File: config.mk
export PLATFORM = sky130hd
export DESIGN_NAME = hazard_ctrl_flat
export DESIGN_NICKNAME = d
export VERILOG_FILES = /design/src/rtl/hazard_ctrl_if.sv /design/src/rtl/hazard_ctrl.sv /design/src/flat_wrapper.sv
export SDC_FILE = /design/constraint.sdc
export NUM_CORES = 1
export LEC_CHECK = 0
export CAP_MARGIN = 20
export CORE_MARGIN = 5
export CORE_UTILIZATION = 33
export DETAILED_ROUTE_END_ITERATION = 10
export HOLD_SLACK_MARGIN = 0.03
export PLACE_DENSITY = 0.83
export SYNTH_ARGS = -nofsm -noshare
export SYNTH_HDL_FRONTEND = slang
export SYNTH_SLANG_ARGS = --single-unit
File: constraint.sdc
create_clock -name clk -period 1.85 [get_ports clk]
set_input_delay 0.185 -clock clk [delete_from_list [all_inputs] [get_ports clk]]
set_output_delay 0.185 -clock clk [all_outputs]
set_load 0.05 [all_outputs]
File: src/rtl/hazard_ctrl_if.sv
// Hazard-control bundle between the pipeline datapath and hazard_ctrl.
// With HAZARD_PERF_EN defined, the bundle also carries the performance counters.
interface hazard_ctrl_if;
    logic [4:0]  id_rs1;
    logic [4:0]  id_rs2;
    logic        id_uses_rs1;
    logic        id_uses_rs2;
    logic [4:0]  ex_rd;
    logic        ex_mem_read;
    logic        ex_branch_taken;
    logic        mem_req;
    logic        mem_ready;
    logic        pc_en;
    logic        if_id_en;
    logic        if_id_flush;
    logic        id_ex_flush;
    logic        ex_mem_en;
    logic        mem_wb_bubble;
    logic [1:0]  state;
`ifdef HAZARD_PERF_EN
    logic [31:0] perf_stall_cycles;
    logic [31:0] perf_flush_count;
    logic [31:0] perf_mem_wait_cycles;
`endif

    modport slave (
        input  id_rs1, id_rs2, id_uses_rs1, id_uses_rs2, ex_rd, ex_mem_read,
               ex_branch_taken, mem_req, mem_ready,
        output pc_en, if_id_en, if_id_flush, id_ex_flush, ex_mem_en,
               mem_wb_bubble, state
`ifdef HAZARD_PERF_EN
        , output perf_stall_cycles, perf_flush_count, perf_mem_wait_cycles
`endif
    );

    modport master (
        output id_rs1, id_rs2, id_uses_rs1, id_uses_rs2, ex_rd, ex_mem_read,
               ex_branch_taken, mem_req, mem_ready,
        input  pc_en, if_id_en, if_id_flush, id_ex_flush, ex_mem_en,
               mem_wb_bubble, state
`ifdef HAZARD_PERF_EN
        , input perf_stall_cycles, perf_flush_count, perf_mem_wait_cycles
`endif
    );
endinterface

File: src/rtl/hazard_ctrl.sv
// Stall/flush sequencer for the 5-stage pipeline: memory wait > taken branch > load-use.
// Optional HAZARD_PERF_EN adds stall, flush and memory-wait performance counters.
module hazard_ctrl #(
    parameter int unsigned LOAD_USE_STALLS = 1,
    parameter int unsigned CNT_W           = 3
) (
    input logic          clk,
    input logic          reset,
    hazard_ctrl_if.slave hz
);
    typedef enum logic [1:0] {
        RUN      = 2'd0,
        STALL    = 2'd1,
        MEM_WAIT = 2'd2
    } state_e;

    localparam logic [CNT_W-1:0] STALL_INIT = CNT_W'(LOAD_USE_STALLS - 1);
    localparam logic [CNT_W-1:0] CNT_LAST   = CNT_W'(1);

    state_e           state_q, state_d, ctx;
    logic [CNT_W-1:0] cnt_q, cnt_d;
    logic             lu, mw, lu_bubble, br_flush, mw_freeze;

    assign lu = hz.ex_mem_read && (hz.ex_rd != 5'd0) &&
                ((hz.id_uses_rs1 && (hz.ex_rd == hz.id_rs1)) ||
                 (hz.id_uses_rs2 && (hz.ex_rd == hz.id_rs2)));
    assign mw = hz.mem_req && !hz.mem_ready;

    // NOTE: every signal driven here gets a default first, so no path can infer a latch.
    always_comb begin
        state_d          = state_q;
        cnt_d            = cnt_q;
        hz.pc_en         = 1'b1;
        hz.if_id_en      = 1'b1;
        hz.if_id_flush   = 1'b0;
        hz.id_ex_flush   = 1'b0;
        hz.ex_mem_en     = 1'b1;
        hz.mem_wb_bubble = 1'b0;
        lu_bubble        = 1'b0;
        br_flush         = 1'b0;
        mw_freeze        = 1'b0;

        // Leaving MEM_WAIT resumes whichever context the saved counter implies.
        ctx = state_q;
        if (state_q == MEM_WAIT) begin
            ctx = (cnt_q != '0) ? STALL : RUN;
        end

        if (reset) begin
            hz.pc_en         = 1'b0;
            hz.if_id_en      = 1'b0;
            hz.if_id_flush   = 1'b1;
            hz.id_ex_flush   = 1'b1;
            hz.ex_mem_en     = 1'b0;
            hz.mem_wb_bubble = 1'b1;
            state_d          = RUN;
            cnt_d            = '0;
        end else if (mw) begin
            hz.pc_en         = 1'b0;
            hz.if_id_en      = 1'b0;
            hz.ex_mem_en     = 1'b0;
            hz.mem_wb_bubble = 1'b1;
            mw_freeze        = 1'b1;
            state_d          = MEM_WAIT;
        end else begin
            case (ctx)
                STALL: begin
                    // EX holds a bubble, so branch and load-use inputs are meaningless here.
                    hz.pc_en       = 1'b0;
                    hz.if_id_en    = 1'b0;
                    hz.id_ex_flush = 1'b1;
                    lu_bubble      = 1'b1;
                    cnt_d          = cnt_q - CNT_LAST;
                    state_d        = (cnt_q == CNT_LAST) ? RUN : STALL;
                end
                default: begin
                    state_d = RUN;
                    if (hz.ex_branch_taken) begin
                        hz.if_id_flush = 1'b1;
                        hz.id_ex_flush = 1'b1;
                        br_flush       = 1'b1;
                    end else if (lu) begin
                        hz.pc_en       = 1'b0;
                        hz.if_id_en    = 1'b0;
                        hz.id_ex_flush = 1'b1;
                        lu_bubble      = 1'b1;
                        if (LOAD_USE_STALLS > 1) begin
                            state_d = STALL;
                            cnt_d   = STALL_INIT;
                        end
                    end
                end
            endcase
        end
    end

    // NOTE: sequential state uses non-blocking assignments so every register samples pre-edge values.
    always_ff @(posedge clk) begin
        state_q <= state_d;
        cnt_q   <= cnt_d;
    end

    assign hz.state = state_q;

`ifdef HAZARD_PERF_EN
    logic [31:0] perf_stall_q, perf_flush_q, perf_mw_q;

    always_ff @(posedge clk) begin
        if (reset) begin
            perf_stall_q <= '0;
            perf_flush_q <= '0;
            perf_mw_q    <= '0;
        end else begin
            perf_stall_q <= perf_stall_q + 32'(lu_bubble);
            perf_flush_q <= perf_flush_q + 32'(br_flush);
            perf_mw_q    <= perf_mw_q + 32'(mw_freeze);
        end
    end

    assign hz.perf_stall_cycles    = perf_stall_q;
    assign hz.perf_flush_count     = perf_flush_q;
    assign hz.perf_mem_wait_cycles = perf_mw_q;
`endif
endmodule
File: src/flat_wrapper.sv
// flat-port wrapper written by rule: the top's interface ports become plain ports
module hazard_ctrl_flat 
#(
    parameter int unsigned LOAD_USE_STALLS = 1,
    parameter int unsigned CNT_W           = 3
)
  (clk, reset, hz_id_rs1, hz_id_rs2, hz_id_uses_rs1, hz_id_uses_rs2, hz_ex_rd, hz_ex_mem_read, hz_ex_branch_taken, hz_mem_req, hz_mem_ready, hz_pc_en, hz_if_id_en, hz_if_id_flush, hz_id_ex_flush, hz_ex_mem_en, hz_mem_wb_bubble, hz_state);
  hazard_ctrl_if hz_i ();
  input logic clk;
  input logic reset;
  input wire logic [$bits(hz_i.id_rs1)-1:0] hz_id_rs1;
  input wire logic [$bits(hz_i.id_rs2)-1:0] hz_id_rs2;
  input wire logic [$bits(hz_i.id_uses_rs1)-1:0] hz_id_uses_rs1;
  input wire logic [$bits(hz_i.id_uses_rs2)-1:0] hz_id_uses_rs2;
  input wire logic [$bits(hz_i.ex_rd)-1:0] hz_ex_rd;
  input wire logic [$bits(hz_i.ex_mem_read)-1:0] hz_ex_mem_read;
  input wire logic [$bits(hz_i.ex_branch_taken)-1:0] hz_ex_branch_taken;
  input wire logic [$bits(hz_i.mem_req)-1:0] hz_mem_req;
  input wire logic [$bits(hz_i.mem_ready)-1:0] hz_mem_ready;
  output wire logic [$bits(hz_i.pc_en)-1:0] hz_pc_en;
  output wire logic [$bits(hz_i.if_id_en)-1:0] hz_if_id_en;
  output wire logic [$bits(hz_i.if_id_flush)-1:0] hz_if_id_flush;
  output wire logic [$bits(hz_i.id_ex_flush)-1:0] hz_id_ex_flush;
  output wire logic [$bits(hz_i.ex_mem_en)-1:0] hz_ex_mem_en;
  output wire logic [$bits(hz_i.mem_wb_bubble)-1:0] hz_mem_wb_bubble;
  output wire logic [$bits(hz_i.state)-1:0] hz_state;
  assign hz_i.id_rs1 = hz_id_rs1;
  assign hz_i.id_rs2 = hz_id_rs2;
  assign hz_i.id_uses_rs1 = hz_id_uses_rs1;
  assign hz_i.id_uses_rs2 = hz_id_uses_rs2;
  assign hz_i.ex_rd = hz_ex_rd;
  assign hz_i.ex_mem_read = hz_ex_mem_read;
  assign hz_i.ex_branch_taken = hz_ex_branch_taken;
  assign hz_i.mem_req = hz_mem_req;
  assign hz_i.mem_ready = hz_mem_ready;
  assign hz_pc_en = hz_i.pc_en;
  assign hz_if_id_en = hz_i.if_id_en;
  assign hz_if_id_flush = hz_i.if_id_flush;
  assign hz_id_ex_flush = hz_i.id_ex_flush;
  assign hz_ex_mem_en = hz_i.ex_mem_en;
  assign hz_mem_wb_bubble = hz_i.mem_wb_bubble;
  assign hz_state = hz_i.state;
  hazard_ctrl #(.LOAD_USE_STALLS(LOAD_USE_STALLS), .CNT_W(CNT_W)) u_core (.clk(clk), .reset(reset), .hz(hz_i));
endmodule
## Word-level counts from Yosys, hierarchy flattened

Cells that the tools add are included.

| word-level totals | value |
|---|---|
| bits in registers | 5 |

| cells by class | value |
|---|---|
| add/subtract/negate cells | 1 |
| eq/ne operators | 5 |
| mux-type cells | 23 |
| bitwise logic cells | 2 |
| reduce and logical (&&, ||, !) cells | 11 |

Operator list:

| cell | number |
|---|---|
| two-way mux 1 bit | 20 |
| equality test 5 bit | 2 |
| two-way mux 2 bit | 3 |
| logical AND 1 bit | 5 |
| nonzero test 5 bit | 1 |
| equality test 3 x 1 -> 1 bit (second input constant) | 1 |
| nonzero test 3 bit | 1 |
| OR reduction 3 bit | 1 |
| subtractor 3 x 1 -> 3 bit (second input constant) | 1 |
| equality test 2 x 1 -> 1 bit (second input constant) | 1 |
| equality test 2 bit (second input constant) | 1 |
| inverter 1 bit | 2 |
| AND reduction 2 bit | 1 |
| logical NOT 1 bit | 1 |
| logical OR 1 bit | 1 |

## Logic depth before layout (Yosys ltp)

Gate-level depths: netlist of run 1.

| depth | value |
|---|---|
| depth in word-level cells | 9 |
| gate-level depth with buffers | 6 |
| depth with buffers taken out | 6 |

## Worst setup path before layout of run 1

Ideal clock, no wire load.

| path | value |
|---|---|
| kind | input -> output |
| start point | input port hz_mem_req |
| end point | output port hz_pc_en |
| arrival time | 1991 ps |
| data required time | 1665 ps |
| setup slack | -326 ps |
| cell stages on the path | 4 |
| buffers on the path | 1 |
| path through | nor2b_1 -> nor2_1 -> o311a_1 -> buf_4 |

| between the ends | value |
|---|---|
| longest elaborated chain between the ends | 3 |

RTL lines:

| what | line | source |
|---|---|---|
| start: declaration | flat_wrapper.sv:18 | `input wire logic [$bits(hz_i.mem_req)-1:0] hz_mem_req;` |
| logical AND 1 bit | hazard_ctrl.sv:27 | `assign mw = hz.mem_req && !hz.mem_ready;` |
| two-way mux 1 bit (2 in a row) | -- |  |
| end: declaration | flat_wrapper.sv:20 | `output wire logic [$bits(hz_i.pc_en)-1:0] hz_pc_en;` |

Every way passes these cells.

## Worst setup path after layout of run 1

| path | value |
|---|---|
| start point | input port hz_ex_rd[1] |
| end point | output port hz_if_id_en |

| between the ends | value |
|---|---|
| longest elaborated chain between the ends | 9 |

RTL lines:

| what | line | source |
|---|---|---|
| start: declaration | flat_wrapper.sv:15 | `input wire logic [$bits(hz_i.ex_rd)-1:0] hz_ex_rd;` |
| equality test 5 bit (on tied branches) | hazard_ctrl.sv:25, hazard_ctrl.sv:26 |  |
| logical AND 1 bit (on tied branches) | hazard_ctrl.sv:25, hazard_ctrl.sv:26 |  |
| logical OR 1 bit | hazard_ctrl.sv:25 | `((hz.id_uses_rs1 && (hz.ex_rd == hz.id_rs1)) \|\|` |
| logical AND 1 bit (*) | hazard_ctrl.sv:24 | `assign lu = hz.ex_mem_read && (hz.ex_rd != 5'd0) &&` |
| two-way mux 1 bit (*) | hazard_ctrl.sv:82 | `end else if (lu) begin` |
| two-way mux 1 bit (*) | hazard_ctrl.sv:78 | `if (hz.ex_branch_taken) begin` |
| two-way mux 1 bit (*) | hazard_ctrl.sv:66 | `case (ctx)` |
| two-way mux 1 bit (*) | hazard_ctrl.sv:58 | `end else if (mw) begin` |
| two-way mux 1 bit (*) | hazard_ctrl.sv:49 | `if (reset) begin` |
| end: declaration | flat_wrapper.sv:21 | `output wire logic [$bits(hz_i.if_id_en)-1:0] hz_if_id_en;` |

Mark *: on every way between the ends. The rest lies on a longest branch, timed or not.

==> out/results.txt, run 1 <==
The initial cell density of the core is 0.345. TritonCTS built the clock tree. The startpoint of the lowest-slack register-to-register path is u_core.cnt_q[0]$_SDFFE_PP0P_. IR analysis of the VDD net gives a maximum drop of 192 uV.

The run gives 0.115 as the met1 layer usage reported by global route. The tools report the met3 usage in global routing as 0.0469. For this design, the CTS-stage hold fixing added 0 buffers. Width of the die: 46.6 um. The per-cell via count in the routed design was 4.83. The worst hold path terminates at u_core.cnt_q[1]$_SDFFE_PP0P_. Global-route wire length before repair: 1990 um.

In this run the static leakage power is 0.000387 uW. By count the netlist is led by sky130_fd_sc_hd__xor2_1, sky130_fd_sc_hd__dfxtp_1, sky130_fd_sc_hd__inv_1, sky130_fd_sc_hd__nor2b_1. Across the whole layout, storage elements account for 100 um2. The number of pins with negative max-slew slack in the final report came out at 0. On the critical path, the stage with the largest delay is an instance of sky130_fd_sc_hd__o311a_4.

After routing the design area is 907 um2. For this run the aggregate overflow at the end of global routing stands at 0. The register bit total from synthesis was 5. The required time at the endpoint of the critical path was 1.66 ns. In this run the power density over the cells is 458 nW/um2. Among all flip-flop cells after synthesis, the most frequent one is sky130_fd_sc_hd__dfxtp_1. The number of hold violations in the final report is 0, and the post-synthesis cell count is 53. In this run the deepest clock path goes through 2 buffers.

The die is 46.6 um tall. Setup violations remaining at the end of the flow were counted as 0. The tools report the initial antenna violation count as 0. The worst path setup slack after routing is 0.0498 ns, and the synthesis-to-finish area growth is 105%. Dividing the detail-routed wire length by the instance count gives 12.1 um. The share of final-layout standard cells stronger than drive strength 1 was 0.278; the core box area was 1280 um2. Traced cell by cell, the critical path runs through clkdlybuf4s15_2 > buf_6 > xor2_2 > nor4_2 > a32oi_2 > o311a_4 > buf_12. Worst slew margin relative to its limit: 0.672.

On the worst path, the slowest cell contributes a delay of 0.36 ns. The path class of the tightest hold or removal check is flop to flop. STA classifies the critical path startpoint as an input pin. The deepest level of the CTS H-tree is 1, and the total global-route track usage is 0.131.

The congestion estimate from routability-driven global placement came to 0.688. Of all cell types, the one taking the most synthesized area is sky130_fd_sc_hd__dfxtp_1. The number of different library cells used by synthesis comes to 23. Clock-pin slew was measured on the worst setup and hold paths at 0.05 ns. The vias after detailed routing was 507; the total number of yosys warnings was 0.

The mapped netlist covers 443 um2. The worst register-to-register path has a depth of 7. The transition time of the tightest slew-check pin was 0.490 ns. After filler insertion, the fill cell instance count of the layout stands at 108.

Along the worst hold path, the cell count comes to 2. The largest net degree at the start of global routing was 11. STA classifies the critical path endpoint as an output port. The floorplan step defined a die boundary enclosing 2170 um2.

CTS placed an instance of sky130_fd_sc_hd__clkbuf_4 at the clock tree root. The number of search-and-repair iterations in the first detailed-routing pass was 4; the insertion delay of the later-clocked pin in the worst-skew pair was 0.24 ns. The wire-length estimate of the detail-placed layout is 1070 um. The most frequently used cell type in the post-synthesis netlist was sky130_fd_sc_hd__xor2_1. The flow ran to the end, and the final reports show no timing, DRC or antenna violations. Sequential fraction of the synthesis area: 0.226.

Summed over all layers, the routed wires come to 1270 um. The share of the clock period used by the worst path works out to 0.973. The setup clock skew after layout is 0.00504 ns.

During I/O placement, the number of pins put on the boundary was 31. Derived from the worst setup path, the maximum achievable clock frequency is 556 MHz. In this run the remaining antenna-violating nets after routing total 0. After detailed routing, the number of remaining DRC violations is 0. In the final design database the tool counted 117 nets. The share of synthesized registers carrying an async set or reset came out at 0.

Type of the worst setup path: input pin to output port. Yosys mapped a number of flops with a built-in enable equal to 0. STA puts the critical path data arrival time at 1.62 ns. The first routing iteration left 4 violations. The slack of the worst reg-to-reg path was 0.24 ns; the post-synthesis average cell area was 8.36 um2.

Clock tree synthesis inserted a total of 3 buffers. The tool flagged a number of max-cap violations equal to 0. The initialized floorplan defines 13 standard-cell rows.

Summing internal, switching and leakage power gives 416 uW. The run gives 5 as the number of clock sinks. The area of the multi-input gates came out at 372 um2. The maximum fanout along the worst path was 2; the number of inserted diodes was 0. The endpoint identified for the worst register-to-register timing path is u_core.cnt_q[2]$_SDFFE_PP0P_.

Input and output buffers added on the ports amount to 30. The net count after synthesis is 79. By area the synthesized netlist is led by sky130_fd_sc_hd__dfxtp_1, sky130_fd_sc_hd__xor2_1, sky130_fd_sc_hd__ha_1, sky130_fd_sc_hd__nor2b_1, sky130_fd_sc_hd__xnor2_1. The global routing usage on met2 came out at 0.247. In this run the cell area measured after placement is 832 um2. Share of Yosys cell area claimed by the top area cell type: 0.226. In the final timing run, aggregate negative setup slack is 0 ns. The startpoint identified for the worst hold timing path is u_core.cnt_q[1]$_SDFFE_PP0P_.

Subtracting the final worst setup slack from the clock period gives 1.80 ns. Before CTS, the worst setup slack after placement is -0.236 ns. met2 is the most crowded layer. Via count of the first global-routing pass: 524.
## repair_timing
action | in CTS | in global routing
pin swaps | 5 | 4
resized for setup | 20 | 4
setup endpoints to repair | 3 | 3
setup buffers | 0 | 1
gates cloned | 0 | 0
## worst max-delay path by stage
stage / slack [ns] / from / end / cells after the start
2_1_floorplan: -0.20 / u_core.hz.state[0]$_SDFF_PP0_ / hz_pc_en / 4
3_3_place_gp: -0.20 / hz_ex_rd[3] / hz_if_id_en / 5
3_5_place_dp: -0.24 / hz_ex_rd[3] / hz_if_id_en / 5
4_1_cts: 0.001 / hz_ex_rd[2] / hz_if_id_en / 7
5_1_grt: -0.01 / hz_ex_rd[4] / hz_if_id_en / 6
6_report: 0.05 / hz_ex_rd[1] / hz_if_id_en / 7
## layout make-up
type	count	area share
repair buffers	34	0.414
inverters	4	0.0166
flip-flops and latches	5	0.110
multi-input cells	43	0.410
clock buffers	4	0.0290
well taps	15	0.0207
## power breakdown
part	switching [uW]	internal, uW
registers	0.484	109
clock network	45.4	81.6
logic	85.7	93.5
## cell usage in the layout, fill, tap and decap left out, types with 3 or more instances in the layout
cell type,netlist,routed
sky130_fd_sc_hd__a21oi_1,3,3
sky130_fd_sc_hd__buf_12,0,5
sky130_fd_sc_hd__buf_4,1,4
sky130_fd_sc_hd__clkbuf_4,0,3
sky130_fd_sc_hd__clkdlybuf4s50_1,0,12
sky130_fd_sc_hd__dfxtp_1,5,5
sky130_fd_sc_hd__dlygate4sd2_1,0,9
sky130_fd_sc_hd__ha_1,3,3
sky130_fd_sc_hd__inv_1,4,4
sky130_fd_sc_hd__nor2b_1,4,4
sky130_fd_sc_hd__xor2_1,8,7
## cell families after synthesis
group / share of synthesized area
and+or+nand+nor: 0.240
AOI/OAI and AO/OA: 0.201
xor gates and xnor gates: 0.198
buffers and inverters: 0.0508
DFF: 0.226
adders and majority gates: 0.0848
## flip-flops by register name, summed over array words and instances, names as in the netlist
| signal | count |
|---|---|
| u_core.cnt_q | 3 |
| u_core.hz.state | 2 |
## metrics by stage
stage / cells / hold slack (ns) / util
2_1_floorplan: 53 / 0.254 / -
3_3_place_gp: 100 / 0.463 / 0.648
3_5_place_dp: 100 / 0.467 / 0.648
5_1_grt: 105 / 0.513 / 0.706
6_report: 105 / 0.472 / 0.706
4_1_cts: 104 / 0.474 / 0.685
## critical path: cells and delay by family
kind / cells / cell delay (ns)
AO/OA/AOI/OAI: 2 / 0.53
buffers and inverters: 3 / 0.47
AND/OR/NAND/NOR: 1 / 0.29
XOR/XNOR: 1 / 0.14
## per-layer routing
layer  up-vias  share of wire
li1        261              -
met1       218           0.34
met2        26           0.52
met3         2           0.13
met4         0         0.0039
met5         -              0
Power figures use the tool's default switching activity.
==> run 2, diff against run 1 <==
Settings changed: CAP_MARGIN 20 to unset.
==> results of run 2 <==
The final DEF is identical to that of run 1; final timing and power are the same.
==> run 3, diff against run 2 <==
Settings changed: CORE_AREA set to 5 5 42 44, CORE_MARGIN 5 to unset, CORE_UTILIZATION 33 to unset, DIE_AREA set to 0 0 47 49, DONT_BUFFER_PORTS set to 1, PLACE_DENSITY 0.83 to 0.54.
==> run 3 against run 2 <==
Effect of this change:
- fmax is 5.5% higher
- core utilization shrank 30 points
- global-route usage shrank 2.8 points
- power shrank 21%
- sequential power is essentially flat
- flip-flop and latch count stayed put
- hold slack worse by 0.42 ns
- sequential share of layout area increased by 6.7 points
- design area fell by 38%
==> out/results.txt, run 3 (same netlist as run 1, synthesis figures left out) <==
The first global-routing pass estimated 1680 um of wire. The run gives 0.582 as the worst slew margin relative to its limit. The initial antenna violation count is 0. The starting DRC count in detailed routing came out at 8. The tools report the total global-route track usage as 0.103. The largest net degree at the start of global routing came out at 11. The logs give 0 for the overall overflow remaining after global route and 0.316 for the initial cell density of the core. For this design the ratio of total power to cell area is 584 nW/um2. The run finished with clean final reports.

TritonCTS built the clock tree. Based on the critical path, the design can be clocked at up to 586 MHz. For the count of unresolved DRC violations after routing, the log shows 0.

The floorplan step set the die height to 49 um. The number of failing setup endpoints in the final timing report was 0; the number of inserted diodes was 0. The number of fillers in the final layout is 157, and the count of boundary I/O pins is 31. STA classifies the critical path startpoint as a flop. The first detailed-routing pass took 4 iterations.

For the count of antenna-violating nets left after detailed routing, the log shows 0. For the worst setup path, the data required time is 1.66 ns. Class of the tightest hold or removal check: input pin to flop.

Dividing the detail-routed wire length by the instance count gives 14.1 um. The width of the die was 47 um. The detailed router placed 410 vias in this run. The tightest hold path in the finished design has a slack of 0.0519 ns. Setup repair after global routing left no endpoint under its margin. The minimum period implied by the final worst setup slack is 1.71 ns, and the deepest level of the CTS H-tree is 1. The share of final-layout standard cells stronger than drive strength 1 is 0.222, and the number of buffers on the longest clock path is 2. The maximum fanout along the worst path was 5; the die area was 2300 um2. The largest vdd supply drop was 223 uV.

CTS placed an instance of sky130_fd_sc_hd__clkbuf_4 at the clock tree root. The insertion delay of the later-clocked pin in the worst-skew pair is 0.24 ns, and the total power draw is 330 uW. At the worst endpoint, the arrival time is 1.52 ns. The via count of the first global-routing pass was 391; the per-cell via count in the routed design was 5.19. Setup total negative slack on the finished layout was measured at 0 ns. Once detailed placement completed, the half-perimeter wirelength came to 918 um.

The critical path is of the flop to output port type. Buffers inserted during clock tree synthesis total 3. The floorplan has 14 rows. The largest register by flop count is u_core.cnt_q.

Most common cell after layout, fill and taps aside: sky130_fd_sc_hd__xor2_1. The startpoint of the lowest-slack register-to-register path is u_core.cnt_q[0]$_SDFFE_PP0P_. After clock tree synthesis, the clock-pin slew on the worst setup and hold paths is 0.05 ns. The critical path starts at u_core.cnt_q[0]$_SDFFE_PP0P_.

The number of clock sinks was 5. The total wire length is 1120 um, and the number of pins with negative max-slew slack in the final report is 0. The number of hold violations in the final report came out at 0. The register with the most flip-flops in the layout has 3 of them.

The top cell types in the final layout, fill and taps aside, are sky130_fd_sc_hd__xor2_1, sky130_fd_sc_hd__buf_4, sky130_fd_sc_hd__dfxtp_1, sky130_fd_sc_hd__inv_1, sky130_fd_sc_hd__nor2b_1. Layout net count: 90. For the number of max-capacitance violations reported, the log shows 0.

The startpoint identified for the worst hold timing path is reset. The core region is 1400 um2. Across the routed clock network, the largest skew measured is 0.00195 ns.

The congestion estimate from routability-driven global placement came to 0.720. The synthesis-to-finish area growth was 27.4%. The share of the clock period used by the worst path came out at 0.923. The slack of the worst reg-to-reg path was 0.26 ns; the static leakage was 0.000227 uW. STA classifies the critical path endpoint as an output port. The number of buffers added on ports is 0. The transition time of the tightest slew-check pin was 0.626 ns.
==> run 3: through the flow <==
step                       util  worst slack, ns  instance area [um2]  std cells
after floorplan               -           -0.196                  450         53
after global placement    0.366            0.241                  513         73
after detailed placement  0.366            0.236                  513         73
after CTS                 0.397           0.0794                  557         78
after global routing      0.403           0.0162                  564         79
final                     0.403            0.143                  564         79
==> run 3: layout make-up <==
| class | count | area [um2] | share of cell area |
|---|---|---|---|
| timing repair buffer | 7 | 67.6 | 0.120 |
| multi-input combinational | 43 | 335 | 0.594 |
| inverter | 4 | 15.0 | 0.0266 |
| tap | 16 | 20.0 | 0.0355 |
| sequential | 5 | 100 | 0.177 |
| clock buffer | 4 | 26.3 | 0.0466 |
==> run 3: power breakdown <==
part / leakage [uW] / internal (uW) / switching, uW
logic: 0.000171 / 33.4 / 58.5
clock network: 0.0000150 / 81.7 / 46.4
registers: 0.0000404 / 109 / 0.590
==> run 3: final timing paths <==
check,endpoint,cells after the start
setup / recovery,hz_id_ex_flush,7
hold / removal,u_core.hz.state[1]$_SDFF_PP0_,1
setup reg to reg,u_core.cnt_q[2]$_SDFFE_PP0P_,7
hold reg to reg,u_core.cnt_q[1]$_SDFFE_PP0P_,2
==> run 3: worst max-delay path, stage by stage, from the launching register on <==
cell	delay, ns
sky130_fd_sc_hd__dfxtp_1	0.35
sky130_fd_sc_hd__inv_1	0.08
sky130_fd_sc_hd__ha_1	0.19
sky130_fd_sc_hd__nand2b_1	0.12
sky130_fd_sc_hd__a21oi_4	0.09
sky130_fd_sc_hd__a21o_1	0.17
sky130_fd_sc_hd__o31ai_2	0.05
sky130_fd_sc_hd__buf_4	0.23
==> run 3: per-layer routing <==
metal  up-vias  share of wire  track usage
li1        207              -            -
met1       185           0.39        0.116
met5         -              0            0
met4         0          0.024       0.0829
met3         2           0.11       0.0406
met2        16           0.47        0.147
==> run 3: timing repair <==
| item | 4_1_cts | 5_1_grt |
|---|---|---|
| hold endpoints to repair | 3 | 0 |
| gates resized for setup | 1 | 0 |
| buffers inserted | 0 | 1 |
| endpoints found under the setup margin | 2 | 3 |
| pin swaps | 0 | 1 |
| hold buffers | 1 | 0 |
